`config.mk`:
```
export PLATFORM = sky130hd
export DESIGN_NAME = gain_stage_flat
export DESIGN_NICKNAME = d
export VERILOG_FILES = /design/src/rtl/iagc_pkg.sv /design/src/rtl/gain_stage_if.sv /design/src/rtl/gain_lane_mul.sv /design/src/rtl/gain_stage.sv /design/src/flat_wrapper.sv
export SDC_FILE = /design/constraint.sdc
export NUM_CORES = 1
export LEC_CHECK = 0
export BUFFER_PORTS_ARGS = -buffer_cell sky130_fd_sc_hd__clkbuf_2
export CAP_MARGIN = 20
export CORE_MARGIN = 3
export CORE_UTILIZATION = 59
export CTS_BUF_LIST = sky130_fd_sc_hd__clkbuf_2 sky130_fd_sc_hd__clkbuf_4 sky130_fd_sc_hd__clkbuf_8
export DETAILED_ROUTE_END_ITERATION = 10
export PLACE_DENSITY_LB_ADDON = 0.08
export RECOVER_POWER = 50
export SETUP_SLACK_MARGIN = 0.02
export SYNTH_ARGS = -nofsm -noshare
export SYNTH_HDL_FRONTEND = slang
export SYNTH_SLANG_ARGS = --single-unit
```
`constraint.sdc`:
```
create_clock -name i_clock -period 7.4 [get_ports i_clock]
set_input_delay 1.85 -clock i_clock [delete_from_list [all_inputs] [get_ports i_clock]]
set_output_delay 1.85 -clock i_clock [all_outputs]
set_load 0.01 [all_outputs]
```
`src/rtl/iagc_pkg.sv`:
```
// Shared IAGC constants, gain type and the slew helper used by gain_stage.
// Included by every gain_stage file via import iagc_pkg::*.
package iagc_pkg;

    localparam logic [3:0] IAGC_STATUS_RUNNING = 4'h4;

    localparam int GAIN_WIDTH   = 16;
    localparam int LANE_WIDTH   = 16;
    localparam int SAMPLE_WIDTH = 14;
    localparam int SAMPLE_MIN   = -8192;
    localparam int SAMPLE_MAX   = 8191;

    typedef logic [GAIN_WIDTH-1:0] gain_t;

    localparam gain_t GAIN_UNITY = 16'h0100;

    // Move current toward target by at most step; clamping to the distance
    // keeps the gain from ever wrapping past the target.
    function automatic gain_t slew_toward(input gain_t current, input gain_t target,
                                          input gain_t step);
        gain_t distance;
        gain_t result;
        if (target >= current) begin
            distance = target - current;
            result   = current + ((distance < step) ? distance : step);
        end else begin
            distance = current - target;
            result   = current - ((distance < step) ? distance : step);
        end
        return result;
    endfunction

endpackage

```
`src/rtl/gain_stage_if.sv`:
```
// Sample/gain bus between adc/processor and gain_stage. The optional saturation
// counter output exists only when GAIN_STAGE_SAT_COUNT_EN is defined.
interface gain_stage_if #(
    parameter int AXIS_DATA_SIZE   = 32,
    parameter int QUOTIENT_SIZE    = 8,
    parameter int FRACTIONAL_SIZE  = 8,
    parameter int IAGC_STATUS_SIZE = 4
);

    logic [IAGC_STATUS_SIZE-1:0]              i_iagcStatus;
    logic [QUOTIENT_SIZE-1:0]                 i_quotient;
    logic [FRACTIONAL_SIZE-1:0]               i_fractional;
    logic                                     i_gainValid;
    logic [AXIS_DATA_SIZE-1:0]                i_data;
    logic                                     i_dataValid;
    logic [AXIS_DATA_SIZE-1:0]                o_data;
    logic                                     o_dataValid;
    logic [QUOTIENT_SIZE+FRACTIONAL_SIZE-1:0] o_gain;
    logic                                     o_ramping;
`ifdef GAIN_STAGE_SAT_COUNT_EN
    logic [15:0]                              o_satCount;

    modport master (
        output i_iagcStatus, i_quotient, i_fractional, i_gainValid, i_data, i_dataValid,
        input  o_data, o_dataValid, o_gain, o_ramping, o_satCount
    );

    modport slave (
        input  i_iagcStatus, i_quotient, i_fractional, i_gainValid, i_data, i_dataValid,
        output o_data, o_dataValid, o_gain, o_ramping, o_satCount
    );
`else
    modport master (
        output i_iagcStatus, i_quotient, i_fractional, i_gainValid, i_data, i_dataValid,
        input  o_data, o_dataValid, o_gain, o_ramping
    );

    modport slave (
        input  i_iagcStatus, i_quotient, i_fractional, i_gainValid, i_data, i_dataValid,
        output o_data, o_dataValid, o_gain, o_ramping
    );
`endif

endinterface

```
`src/rtl/gain_lane_mul.sv`:
```
// One channel of the gain datapath: registered signed x unsigned multiply, then
// registered round-half-up, shift and saturate. o_clip flags the word being emitted.
module gain_lane_mul
    import iagc_pkg::*;
#(
    parameter int SAMPLE_SIZE     = SAMPLE_WIDTH,
    parameter int GAIN_SIZE       = GAIN_WIDTH,
    parameter int FRACTIONAL_SIZE = 8,
    parameter int SAT_MIN         = SAMPLE_MIN,
    parameter int SAT_MAX         = SAMPLE_MAX
) (
    input  logic                          i_clock,
    input  logic                          i_reset,
    input  logic                          i_load,
    input  logic                          i_emit,
    input  logic signed [SAMPLE_SIZE-1:0] i_sample,
    input  logic [GAIN_SIZE-1:0]          i_gain,
    output logic signed [SAMPLE_SIZE-1:0] o_result,
    output logic                          o_clip
);

    localparam int PRODUCT_SIZE = SAMPLE_SIZE + GAIN_SIZE + 1;
    localparam int SUM_SIZE     = PRODUCT_SIZE + 1;

    localparam logic signed [SUM_SIZE-1:0] ROUND_BIAS = SUM_SIZE'(1) << (FRACTIONAL_SIZE - 1);
    localparam logic signed [SUM_SIZE-1:0] LIMIT_HI   = SUM_SIZE'(SAT_MAX);
    localparam logic signed [SUM_SIZE-1:0] LIMIT_LO   = SUM_SIZE'(SAT_MIN);

    logic signed [PRODUCT_SIZE-1:0] product;
    logic signed [SUM_SIZE-1:0]     rounded;
    logic signed [SUM_SIZE-1:0]     shifted;
    logic signed [SAMPLE_SIZE-1:0]  saturated;

    // The gain is zero-extended so the multiply stays signed without
    // reinterpreting gains >= 128.0 as negative.
    always_ff @(posedge i_clock) begin
        if (i_reset) begin
            product <= '0;
        end else if (i_load) begin
            product <= PRODUCT_SIZE'(i_sample) * PRODUCT_SIZE'($signed({1'b0, i_gain}));
        end
    end

    always_comb begin
        rounded   = SUM_SIZE'(product) + ROUND_BIAS;
        shifted   = rounded >>> FRACTIONAL_SIZE;
        saturated = shifted[SAMPLE_SIZE-1:0];
        o_clip    = 1'b0;
        if (shifted > LIMIT_HI) begin
            saturated = LIMIT_HI[SAMPLE_SIZE-1:0];
            o_clip    = 1'b1;
        end else if (shifted < LIMIT_LO) begin
            saturated = LIMIT_LO[SAMPLE_SIZE-1:0];
            o_clip    = 1'b1;
        end
    end

    always_ff @(posedge i_clock) begin
        if (i_reset) begin
            o_result <= '0;
        end else if (i_emit) begin
            o_result <= saturated;
        end
    end

endmodule

```
`src/rtl/gain_stage.sv`:
```
// Applies the slew-limited IAGC Q8.8 gain to both ADC lanes ahead of the DAC.
// Define GAIN_STAGE_SAT_COUNT_EN to add the o_satCount clipped-lane counter.
module gain_stage
    import iagc_pkg::*;
#(
    parameter int ZMOD_DATA_SIZE   = 14,
    parameter int AXIS_DATA_SIZE   = 32,
    parameter int QUOTIENT_SIZE    = 8,
    parameter int FRACTIONAL_SIZE  = 8,
    parameter int IAGC_STATUS_SIZE = 4,
    parameter int SLEW_STEP        = 16,
    parameter int UPDATE_PERIOD    = 1000
) (
    input logic        i_clock,
    input logic        i_reset,
    gain_stage_if.slave bus
);

    localparam int GAIN_SIZE   = QUOTIENT_SIZE + FRACTIONAL_SIZE;
    localparam int LANE_SIZE   = AXIS_DATA_SIZE / 2;
    localparam int PAD_SIZE    = LANE_SIZE - ZMOD_DATA_SIZE;
    localparam int TIMER_WIDTH = (UPDATE_PERIOD > 1) ? $clog2(UPDATE_PERIOD) : 1;

    localparam logic [TIMER_WIDTH-1:0] TIMER_LAST = TIMER_WIDTH'(UPDATE_PERIOD - 1);
    localparam logic [GAIN_SIZE-1:0]   STEP_SIZE  = GAIN_SIZE'(SLEW_STEP);

    localparam logic [0:0] ST_IDLE = 1'b0;
    localparam logic [0:0] ST_RAMP = 1'b1;

    logic [0:0]             state;
    logic [TIMER_WIDTH-1:0] timer;
    logic [GAIN_SIZE-1:0]   gain;
    logic [GAIN_SIZE-1:0]   target;
    logic [GAIN_SIZE-1:0]   next_target;
    logic [GAIN_SIZE-1:0]   stepped_gain;
    logic                   running;
    logic                   terminal;

    assign running      = (bus.i_iagcStatus == IAGC_STATUS_SIZE'(IAGC_STATUS_RUNNING));
    assign next_target  = bus.i_gainValid ? {bus.i_quotient, bus.i_fractional} : target;
    assign stepped_gain = slew_toward(gain, next_target, STEP_SIZE);
    assign terminal     = (timer == TIMER_LAST);

    // A retarget takes effect in the cycle it arrives, so both the exit test and
    // the step use next_target rather than the registered target.
    always_ff @(posedge i_clock) begin
        if (i_reset || !running) begin
            state  <= ST_IDLE;
            timer  <= '0;
            gain   <= GAIN_UNITY;
            target <= GAIN_UNITY;
        end else begin
            target <= next_target;
            case (state)
                ST_IDLE: begin
                    if (bus.i_gainValid && (next_target != gain)) begin
                        state <= ST_RAMP;
                        timer <= '0;
                    end
                end
                ST_RAMP: begin
                    if (next_target == gain) begin
                        state <= ST_IDLE;
                        timer <= '0;
                    end else if (terminal) begin
                        gain  <= stepped_gain;
                        timer <= '0;
                        if (stepped_gain == next_target) begin
                            state <= ST_IDLE;
                        end
                    end else begin
                        timer <= timer + 1'b1;
                    end
                end
                default: begin
                    state <= ST_IDLE;
                    timer <= '0;
                end
            endcase
        end
    end

    logic valid_s1;
    logic valid_s2;

    always_ff @(posedge i_clock) begin
        if (i_reset) begin
            valid_s1 <= 1'b0;
            valid_s2 <= 1'b0;
        end else begin
            valid_s1 <= bus.i_dataValid;
            valid_s2 <= valid_s1;
        end
    end

    logic signed [ZMOD_DATA_SIZE-1:0] ch1_sample;
    logic signed [ZMOD_DATA_SIZE-1:0] ch2_sample;
    logic signed [ZMOD_DATA_SIZE-1:0] ch1_result;
    logic signed [ZMOD_DATA_SIZE-1:0] ch2_result;
    logic                             ch1_clip;
    logic                             ch2_clip;
    logic                             unused_pad_bits;

    assign ch1_sample      = bus.i_data[LANE_SIZE +: ZMOD_DATA_SIZE];
    assign ch2_sample      = bus.i_data[0 +: ZMOD_DATA_SIZE];
    assign unused_pad_bits = ^{bus.i_data[AXIS_DATA_SIZE-1 -: PAD_SIZE],
                               bus.i_data[LANE_SIZE-1 -: PAD_SIZE]};

    gain_lane_mul #(
        .SAMPLE_SIZE    (ZMOD_DATA_SIZE),
        .GAIN_SIZE      (GAIN_SIZE),
        .FRACTIONAL_SIZE(FRACTIONAL_SIZE),
        .SAT_MIN        (SAMPLE_MIN),
        .SAT_MAX        (SAMPLE_MAX)
    ) lane_ch1 (
        .i_clock (i_clock),
        .i_reset (i_reset),
        .i_load  (bus.i_dataValid),
        .i_emit  (valid_s1),
        .i_sample(ch1_sample),
        .i_gain  (gain),
        .o_result(ch1_result),
        .o_clip  (ch1_clip)
    );

    gain_lane_mul #(
        .SAMPLE_SIZE    (ZMOD_DATA_SIZE),
        .GAIN_SIZE      (GAIN_SIZE),
        .FRACTIONAL_SIZE(FRACTIONAL_SIZE),
        .SAT_MIN        (SAMPLE_MIN),
        .SAT_MAX        (SAMPLE_MAX)
    ) lane_ch2 (
        .i_clock (i_clock),
        .i_reset (i_reset),
        .i_load  (bus.i_dataValid),
        .i_emit  (valid_s1),
        .i_sample(ch2_sample),
        .i_gain  (gain),
        .o_result(ch2_result),
        .o_clip  (ch2_clip)
    );

    assign bus.o_data      = {{PAD_SIZE{ch1_result[ZMOD_DATA_SIZE-1]}}, ch1_result,
                              {PAD_SIZE{ch2_result[ZMOD_DATA_SIZE-1]}}, ch2_result};
    assign bus.o_dataValid = valid_s2;
    assign bus.o_gain      = gain;
    assign bus.o_ramping   = (state == ST_RAMP);

`ifdef GAIN_STAGE_SAT_COUNT_EN
    logic [15:0] sat_count;
    logic [16:0] sat_sum;

    assign sat_sum = {1'b0, sat_count} + {15'b0, ch1_clip} + {15'b0, ch2_clip};

    // Counted as the clipped word is registered into o_data; sticks at all-ones.
    always_ff @(posedge i_clock) begin
        if (i_reset) begin
            sat_count <= '0;
        end else if (valid_s1) begin
            sat_count <= sat_sum[16] ? 16'hFFFF : sat_sum[15:0];
        end
    end

    assign bus.o_satCount = sat_count;
`else
    logic unused_clip;
    assign unused_clip = ch1_clip ^ ch2_clip;
`endif

endmodule

```
`src/flat_wrapper.sv`:
```
// flat-port wrapper written by rule: the top's interface ports become plain ports
module gain_stage_flat import iagc_pkg::*;
#(
    parameter int ZMOD_DATA_SIZE   = 14,
    parameter int AXIS_DATA_SIZE   = 32,
    parameter int QUOTIENT_SIZE    = 8,
    parameter int FRACTIONAL_SIZE  = 8,
    parameter int IAGC_STATUS_SIZE = 4,
    parameter int SLEW_STEP        = 16,
    parameter int UPDATE_PERIOD    = 1000
)
  (i_clock, i_reset, bus_i_iagcStatus, bus_i_quotient, bus_i_fractional, bus_i_gainValid, bus_i_data, bus_i_dataValid, bus_o_data, bus_o_dataValid, bus_o_gain, bus_o_ramping);
  gain_stage_if #(.AXIS_DATA_SIZE(AXIS_DATA_SIZE), .QUOTIENT_SIZE(QUOTIENT_SIZE), .FRACTIONAL_SIZE(FRACTIONAL_SIZE), .IAGC_STATUS_SIZE(IAGC_STATUS_SIZE)) bus_i ();
  input logic i_clock;
  input logic i_reset;
  input wire logic [$bits(bus_i.i_iagcStatus)-1:0] bus_i_iagcStatus;
  input wire logic [$bits(bus_i.i_quotient)-1:0] bus_i_quotient;
  input wire logic [$bits(bus_i.i_fractional)-1:0] bus_i_fractional;
  input wire logic [$bits(bus_i.i_gainValid)-1:0] bus_i_gainValid;
  input wire logic [$bits(bus_i.i_data)-1:0] bus_i_data;
  input wire logic [$bits(bus_i.i_dataValid)-1:0] bus_i_dataValid;
  output wire logic [$bits(bus_i.o_data)-1:0] bus_o_data;
  output wire logic [$bits(bus_i.o_dataValid)-1:0] bus_o_dataValid;
  output wire logic [$bits(bus_i.o_gain)-1:0] bus_o_gain;
  output wire logic [$bits(bus_i.o_ramping)-1:0] bus_o_ramping;
  assign bus_i.i_iagcStatus = bus_i_iagcStatus;
  assign bus_i.i_quotient = bus_i_quotient;
  assign bus_i.i_fractional = bus_i_fractional;
  assign bus_i.i_gainValid = bus_i_gainValid;
  assign bus_i.i_data = bus_i_data;
  assign bus_i.i_dataValid = bus_i_dataValid;
  assign bus_o_data = bus_i.o_data;
  assign bus_o_dataValid = bus_i.o_dataValid;
  assign bus_o_gain = bus_i.o_gain;
  assign bus_o_ramping = bus_i.o_ramping;
  gain_stage #(.ZMOD_DATA_SIZE(ZMOD_DATA_SIZE), .AXIS_DATA_SIZE(AXIS_DATA_SIZE), .QUOTIENT_SIZE(QUOTIENT_SIZE), .FRACTIONAL_SIZE(FRACTIONAL_SIZE), .IAGC_STATUS_SIZE(IAGC_STATUS_SIZE), .SLEW_STEP(SLEW_STEP), .UPDATE_PERIOD(UPDATE_PERIOD)) u_core (.i_clock(i_clock), .i_reset(i_reset), .bus(bus_i));
endmodule
```
# --- Word level (Yosys, flattened, before mapping) ---
# Index checks and enable logic that the tools add are counted.
classes:
  n_addsub: 7
  mul: 2
  magnitude_cmp: 7
  n_eq_ne: 6
  n_mux: 17
  n_bitwise: 2
  reduce_logical: 4
op_table:
  columns: ["op", "n"]
  rows:
  - ["31-bit by 9-bit adder with 32-bit output (second input constant)", 2]
  - ["16-bit 2-to-1 mux", 4]
  - ["14-bit by 17-bit multiplier with 31-bit output", 2]
  - ["14-bit 2-to-1 mux", 4]
  - ["24-bit by 14-bit > comparator with 1-bit output (second input constant)", 2]
  - ["24-bit by 14-bit less-than comparator with 1-bit output (second input constant)", 2]
  - ["16-bit subtractor", 3]
  - ["16-bit equality test", 2]
  - ["16-bit by 5-bit less-than comparator with 1-bit output (second input constant)", 2]
  - ["10-bit 2-to-1 mux", 3]
  - ["10-bit one-hot mux with 2 select lines", 1]
  - ["16-bit adder", 1]
  - ["16-bit greater-or-equal comparator", 1]
  - ["16-bit inequality test", 1]
  - ["10-bit by 1-bit adder with 10-bit output (second input constant)", 1]
  - ["10-bit equality test (second input constant)", 1]
  - ["4-bit by 3-bit equality test with 1-bit output (second input constant)", 1]
  - ["1-bit 2-to-1 mux", 4]
  - ["3-bit AND reduction", 1]
  - ["2-bit by 1-bit inequality test with 1-bit output (second input constant)", 1]
  - ["1-bit NOT", 2]
  - ["1-bit one-hot mux with 2 select lines", 1]
  - ["1-bit logical AND", 1]
  - ["1-bit logical NOT", 1]
  - ["1-bit logical OR", 1]
totals:
  ff_bits: 135
  in_bits: 56
  output_inout_bits: 50
  wordCells: 55

# --- Longest topological paths before layout ---
logic_depth:
  word_depth: 11
  mapped_depth: 32
  ltp_nobuf: 30

# --- By module ---
# Synthesis repeated with hierarchy kept, for this count alone.
hier_totals:
  cells_unflattened: 2691
  area_unflattened_um2: 23393.7
by_module_without_submodules:
  columns: ["mod", "instances", "cells_per_inst", "area_per_inst_um2", "seq_area_each_um2"]
  rows:
  - ["gain_lane_mul (u_core.lane_ch1)", 1, 1053, 9435.3, 760.7]
  - ["gain_lane_mul (u_core.lane_ch2)", 1, 1040, 9367.7, 760.7]
  - ["gain_stage", 1, 598, 4590.7, 900.9]

# --- Least setup slack after synthesis ---
# Ideal clock, no wire load.
synth_timing:
  kind: "input to register"
  startpoint: "in bus_i_gainValid"
  endpoint: "reg u_core.state (netlist: u_core.bus.o_ramping)"
  setup_time_ns: 0.127
  arrival_time_ns: 7.818
  required_ns: 7.273
  setup_slack_ns: -0.545
  path_stages: 30
  n_path_buf: 4
  path_cell_list: "clkbuf_1 clkbuf_1 mux2i_1 inv_1 ha_1 buf_2 a21oi_1 nor2_1 a2111oi_2 o2111ai_1 a211oi_1 nor4b_4 and3b_1 buf_4 nand2b_1 ha_1 nand2_1 o21ai_1 inv_1 fa_1 nor2b_1 o211ai_1 a311oi_1 a21oi_1 o31ai_1 a21oi_1 xnor2_1 xnor2_1 nor4_1 a31oi_1"
synth_via:
  elab_chain_len: 11
  word_cells_on_any_way: 20
  classes_between: "add/sub (4); order compare (3); eq/ne (3); mux (9); reduce/logical (1)"
synth_rtl:
  columns: ["element", "line", "source"]
  rows:
  - ["start: declaration", "flat_wrapper.sv:19", "input wire logic [$bits(bus_i.i_gainValid)-1:0] bus_i_gainValid;"]
  - ["16-bit 2-to-1 mux (*)", "gain_stage.sv:40", "assign next_target = bus.i_gainValid ? {bus.i_quotient, bus.i_fractional} : target;"]
  - ["net u_core.next_target[11]", "gain_stage.sv:34", "logic [GAIN_SIZE-1:0] next_target;"]
  - ["16-bit subtractor (on tied branches)", "iagc_pkg.sv:27, iagc_pkg.sv:24", null]
  - ["16-bit by 5-bit less-than comparator with 1-bit output (on tied branches)", "iagc_pkg.sv:28, iagc_pkg.sv:25", null]
  - ["16-bit 2-to-1 mux (on tied branches)", "iagc_pkg.sv:28, iagc_pkg.sv:25", null]
  - ["16-bit subtractor / 16-bit adder (equally long branches)", "iagc_pkg.sv:28, iagc_pkg.sv:25", null]
  - ["16-bit 2-to-1 mux", "iagc_pkg.sv:23", "if (target >= current) begin"]
  - ["16-bit equality test", "gain_stage.sv:68", "if (stepped_gain == next_target) begin"]
  - ["1-bit 2-to-1 mux", "gain_stage.sv:68", null]
  - ["1-bit 2-to-1 mux", "gain_stage.sv:65", "end else if (terminal) begin"]
  - ["1-bit 2-to-1 mux", "gain_stage.sv:62", "if (next_target == gain) begin"]
  - ["1-bit one-hot mux with 2 select lines (*)", "gain_stage.sv:54", "case (state)"]
  - ["end signal: assignment", "gain_stage.sv:57", "state <= ST_RAMP;"]
  - ["end signal: assignment", "gain_stage.sv:63", "state <= ST_IDLE;"]
  - ["end signal: assignment", "gain_stage.sv:69", "state <= ST_IDLE;"]
  - ["end: declaration", "gain_stage.sv:30", "logic [0:0] state;"]
# Mark *: on every way through the listed nets, which the timed path passes. The rest lies on a longest branch.
# A chain may end at the register's enable or synchronous reset.

# --- Final worst setup path ---
# Ends and elaborated chain as after synthesis.

==> impl_metrics.toml <==
[critical_path]
critPathMaxStageDelay_ns = 0.43
cpMostUsedCell = "inv_1"
crit_path_end_kind = "flip-flop"
critPathKind = "in2reg"
start_kind = "input port"
critPathMaxFanout = 4
arrival_ns = 7.57
crit_slowest_cell = "fa_1"
critPathRequiredTime_ns = 7.73

[floorplan]
rows = 71
die_area_um2 = 40700
core_um2 = 37800
pin_count = 106
initial_utilization = 0.599
fp.dieH_um = 202
die_w_um = 202

[route]
wl_met1_mm = 24.6
viasPerCell = 5.49
top_layer_used = "met4"
drc = 0
route.met2.wl_mm = 29.2
wire_per_inst_um = 16.9
drt_iter0_drc = 964
ant_nets = 0
drt_wl_total_mm = 58.4
wl_met3_mm = 2.90
num_vias = 18980
dr.pass1.iters = 5

[clock_tree]
cts.sinks = 121
clk-insertion-delay-late_ns = 0.50
cts_tree = "yes"
clockRootBuffer = "clkbuf_8"
cts.reportedPaths.clkPinSlew_ns = 0.07
cts_buffer_depth = 2
htree_levels = 4
cts_made_buffers = 17

[grt]
antenna_found_initial = 0
track_usage = 0.294
grt_overflow = 0
grt_pass1_vias = 19972
grt_max_degree = 82
grt_pass1_wl_mm = 97.2

[synthesis]
syn-num-nets = 3314
synth_seq_area_share = 0.107
synthTopCellsByCount = "410 x inv_1, 351 x nand2_1, 333 x fa_1, 272 x ha_1, 194 x and2_1"
synth_top_family_by_area = "adder cells"
synth-seq-cells = 121
synth.top_cell.area_share = 0.295
muxShareOfSynthArea = 0.0226
synthTopCellsByArea = "fa_1 29%, ha_1 15%, dfxtp_1 11%"
synth_cell_types = 80
synth.most_common_cell = "inv_1"
synth_cells = 2653
synthSimpleGateAreaFrac = 0.197
synth_warnings = 0
syn_avg_cell_area_um2 = 8.52
synth_top_flop_cell = "dfxtp_1"
synth_fa_ha_area_frac = 0.445
synth-compound-area-share = 0.0892
async_flop_share = 0
synth-xor-area-share = 0.0468
syn_area_um2 = 22600
synth-edff-count = 0
synth_largest_area_cell = "fa_1"

[timing]
period_needed_ns = 7.24
drv_slew = 0
setup_slack_ns = 0.159
fin_crit_sh = 0.978
setup_viol = 0
slew_headroom = 0.362
worst_pin_slew_ns = 0.957
timing_hold_violations_final = 0
fmax_mhz = 138
rsz0062_at_grt = "yes"
hold_slack_ns = 0.489
finClkSkew_ns = 0.0224

[layout]
syn_to_final_growth_pct = 16.1
n_fill_cell = 3135
drive_gt1_frac = 0.165
n_antenna_cell = 0
final_core_util = 0.695
fin_cells = 3460
final_nets = 3597

[power]
p_leak_uw = 0.0132
p_per_area_nw_per_um2 = 82.4
peakVddDrop_mv = 0.109

[placed_design]
dp.cells = 3421
gp_congestion = 0.907
hpwl_mm = 47.9
pre_cts_slack_ns = -0.549
numPortBuffers = 101

[min_path]
hp-class = "reg2reg"

[run_status]
status = "finished, final reports clean"

[job]
cap_violations = 0
## power breakdown
group          switching (uW)  leakage [uW]  internal [uW]
sequential               38.7      0.000990            687
clock                     338      0.000194            282
combinational             429        0.0120            388
total                     806        0.0132           1360
## cell type report
cell class                      count  area [um2]  share of cell area
Multi-Input combinational cell   1994       18500               0.705
Timing Repair Buffer              391        2740               0.105
Sequential cell                   121        2420              0.0923
Inverter                          411        1540              0.0588
Tap cell                          511         639              0.0244
Clock buffer                       18         248             0.00944
Clock inverter                     14         139             0.00529
## through the flow
| step | total power, uW | instance area, um2 | setup TNS, ns |
|---|---|---|---|
| detailed placement | 1540 | 25500 | -5.77 |
| global placement | 1520 | 25500 | -4.70 |
| CTS | 2160 | 25900 | 0 |
| finish | 2160 | 26200 | 0 |
| global route | 2300 | 26200 | -0.175 |
| floorplan | 1240 | 22900 | 0 |
## what timing repair did
action	4_1_cts	5_1_grt
hold buffers	0	0
cloned	0	0
resized for setup	1	100
setup endpoints to repair	2	14
setup buffers	0	6
pin swaps	0	26
## worst max-delay path: cells and delay by family
family / cells / cell delay, ns
compound gates: 8 / 1.68
buf+inv: 5 / 0.55
fa+ha+maj: 4 / 1.26
mux: 1 / 0.19
simple gates: 9 / 1.60
xor+xnor: 2 / 0.44
## registers in the layout, indices dropped and copies added, names as in the netlist
| name | flops |
|---|---|
| u_core.target | 16 |
| u_core.lane_ch1.product | 24 |
| u_core.lane_ch2.o_result | 14 |
| u_core.bus.o_gain | 16 |
| u_core.timer | 10 |
| u_core.lane_ch1.o_result | 14 |
| u_core.lane_ch2.product | 24 |
| u_core.bus.o_dataValid | 1 |
| u_core.bus.o_ramping | 1 |
| u_core.valid_s1 | 1 |
## cell usage in the layout (no fill, tap or decap), drive strengths merged, types with 5 or more instances in the layout
cell type  Yosys  layout
inv          410     416
nand2        352     352
fa           333     333
buf           18     299
ha           272     272
and2         194     194
nor2         177     177
dfxtp        121     121
clkbuf       109     110
a21oi         87      87
xnor2         84      84
mux2i         51      51
o21ai         51      51
nand3         44      44
a211oi        38      38
xor2          36      36
nand2b        28      28
nor3          28      28
a21o          21      21
nand4         21      21
o21a          19      19
and3          17      17
a31oi         13      13
o211ai         8       8
nor2b          8       8
and4           8       8
nor3b          8       8
nor4           8       8
or3            7       7
a21boi         7       7
clkinv         1       6
o21bai         5       5
or2            5       5
o2111ai        5       5
a221oi         5       5
## worst paths after layout
path         slack, ns                     endpoint                         from  cells after the start
max               0.16         u_core.bus.o_ramping              bus_i_gainValid                     29
min               0.49  u_core.lane_ch2.o_result[7]  u_core.lane_ch2.o_result[7]                      2
max reg2reg       0.77  u_core.lane_ch2.product[30]        u_core.bus.o_gain[14]                     23
min reg2reg       0.49  u_core.lane_ch2.o_result[7]  u_core.lane_ch2.o_result[7]                      2
## kinds of logic after synthesis
logic type / count (synthesis)
simple gates: 922
fa+ha+maj: 605
buf+inv: 538
compound gates: 296
flops: 121
xor+xnor: 120
mux: 51
## per-layer routing
layer  GRT usage  vias up
met3      0.0379       98
met2       0.508      477
li1            -     8997
met1       0.383     9408
met5           0        -
met4       0.101        0
(Power assumes the default switching activity.)
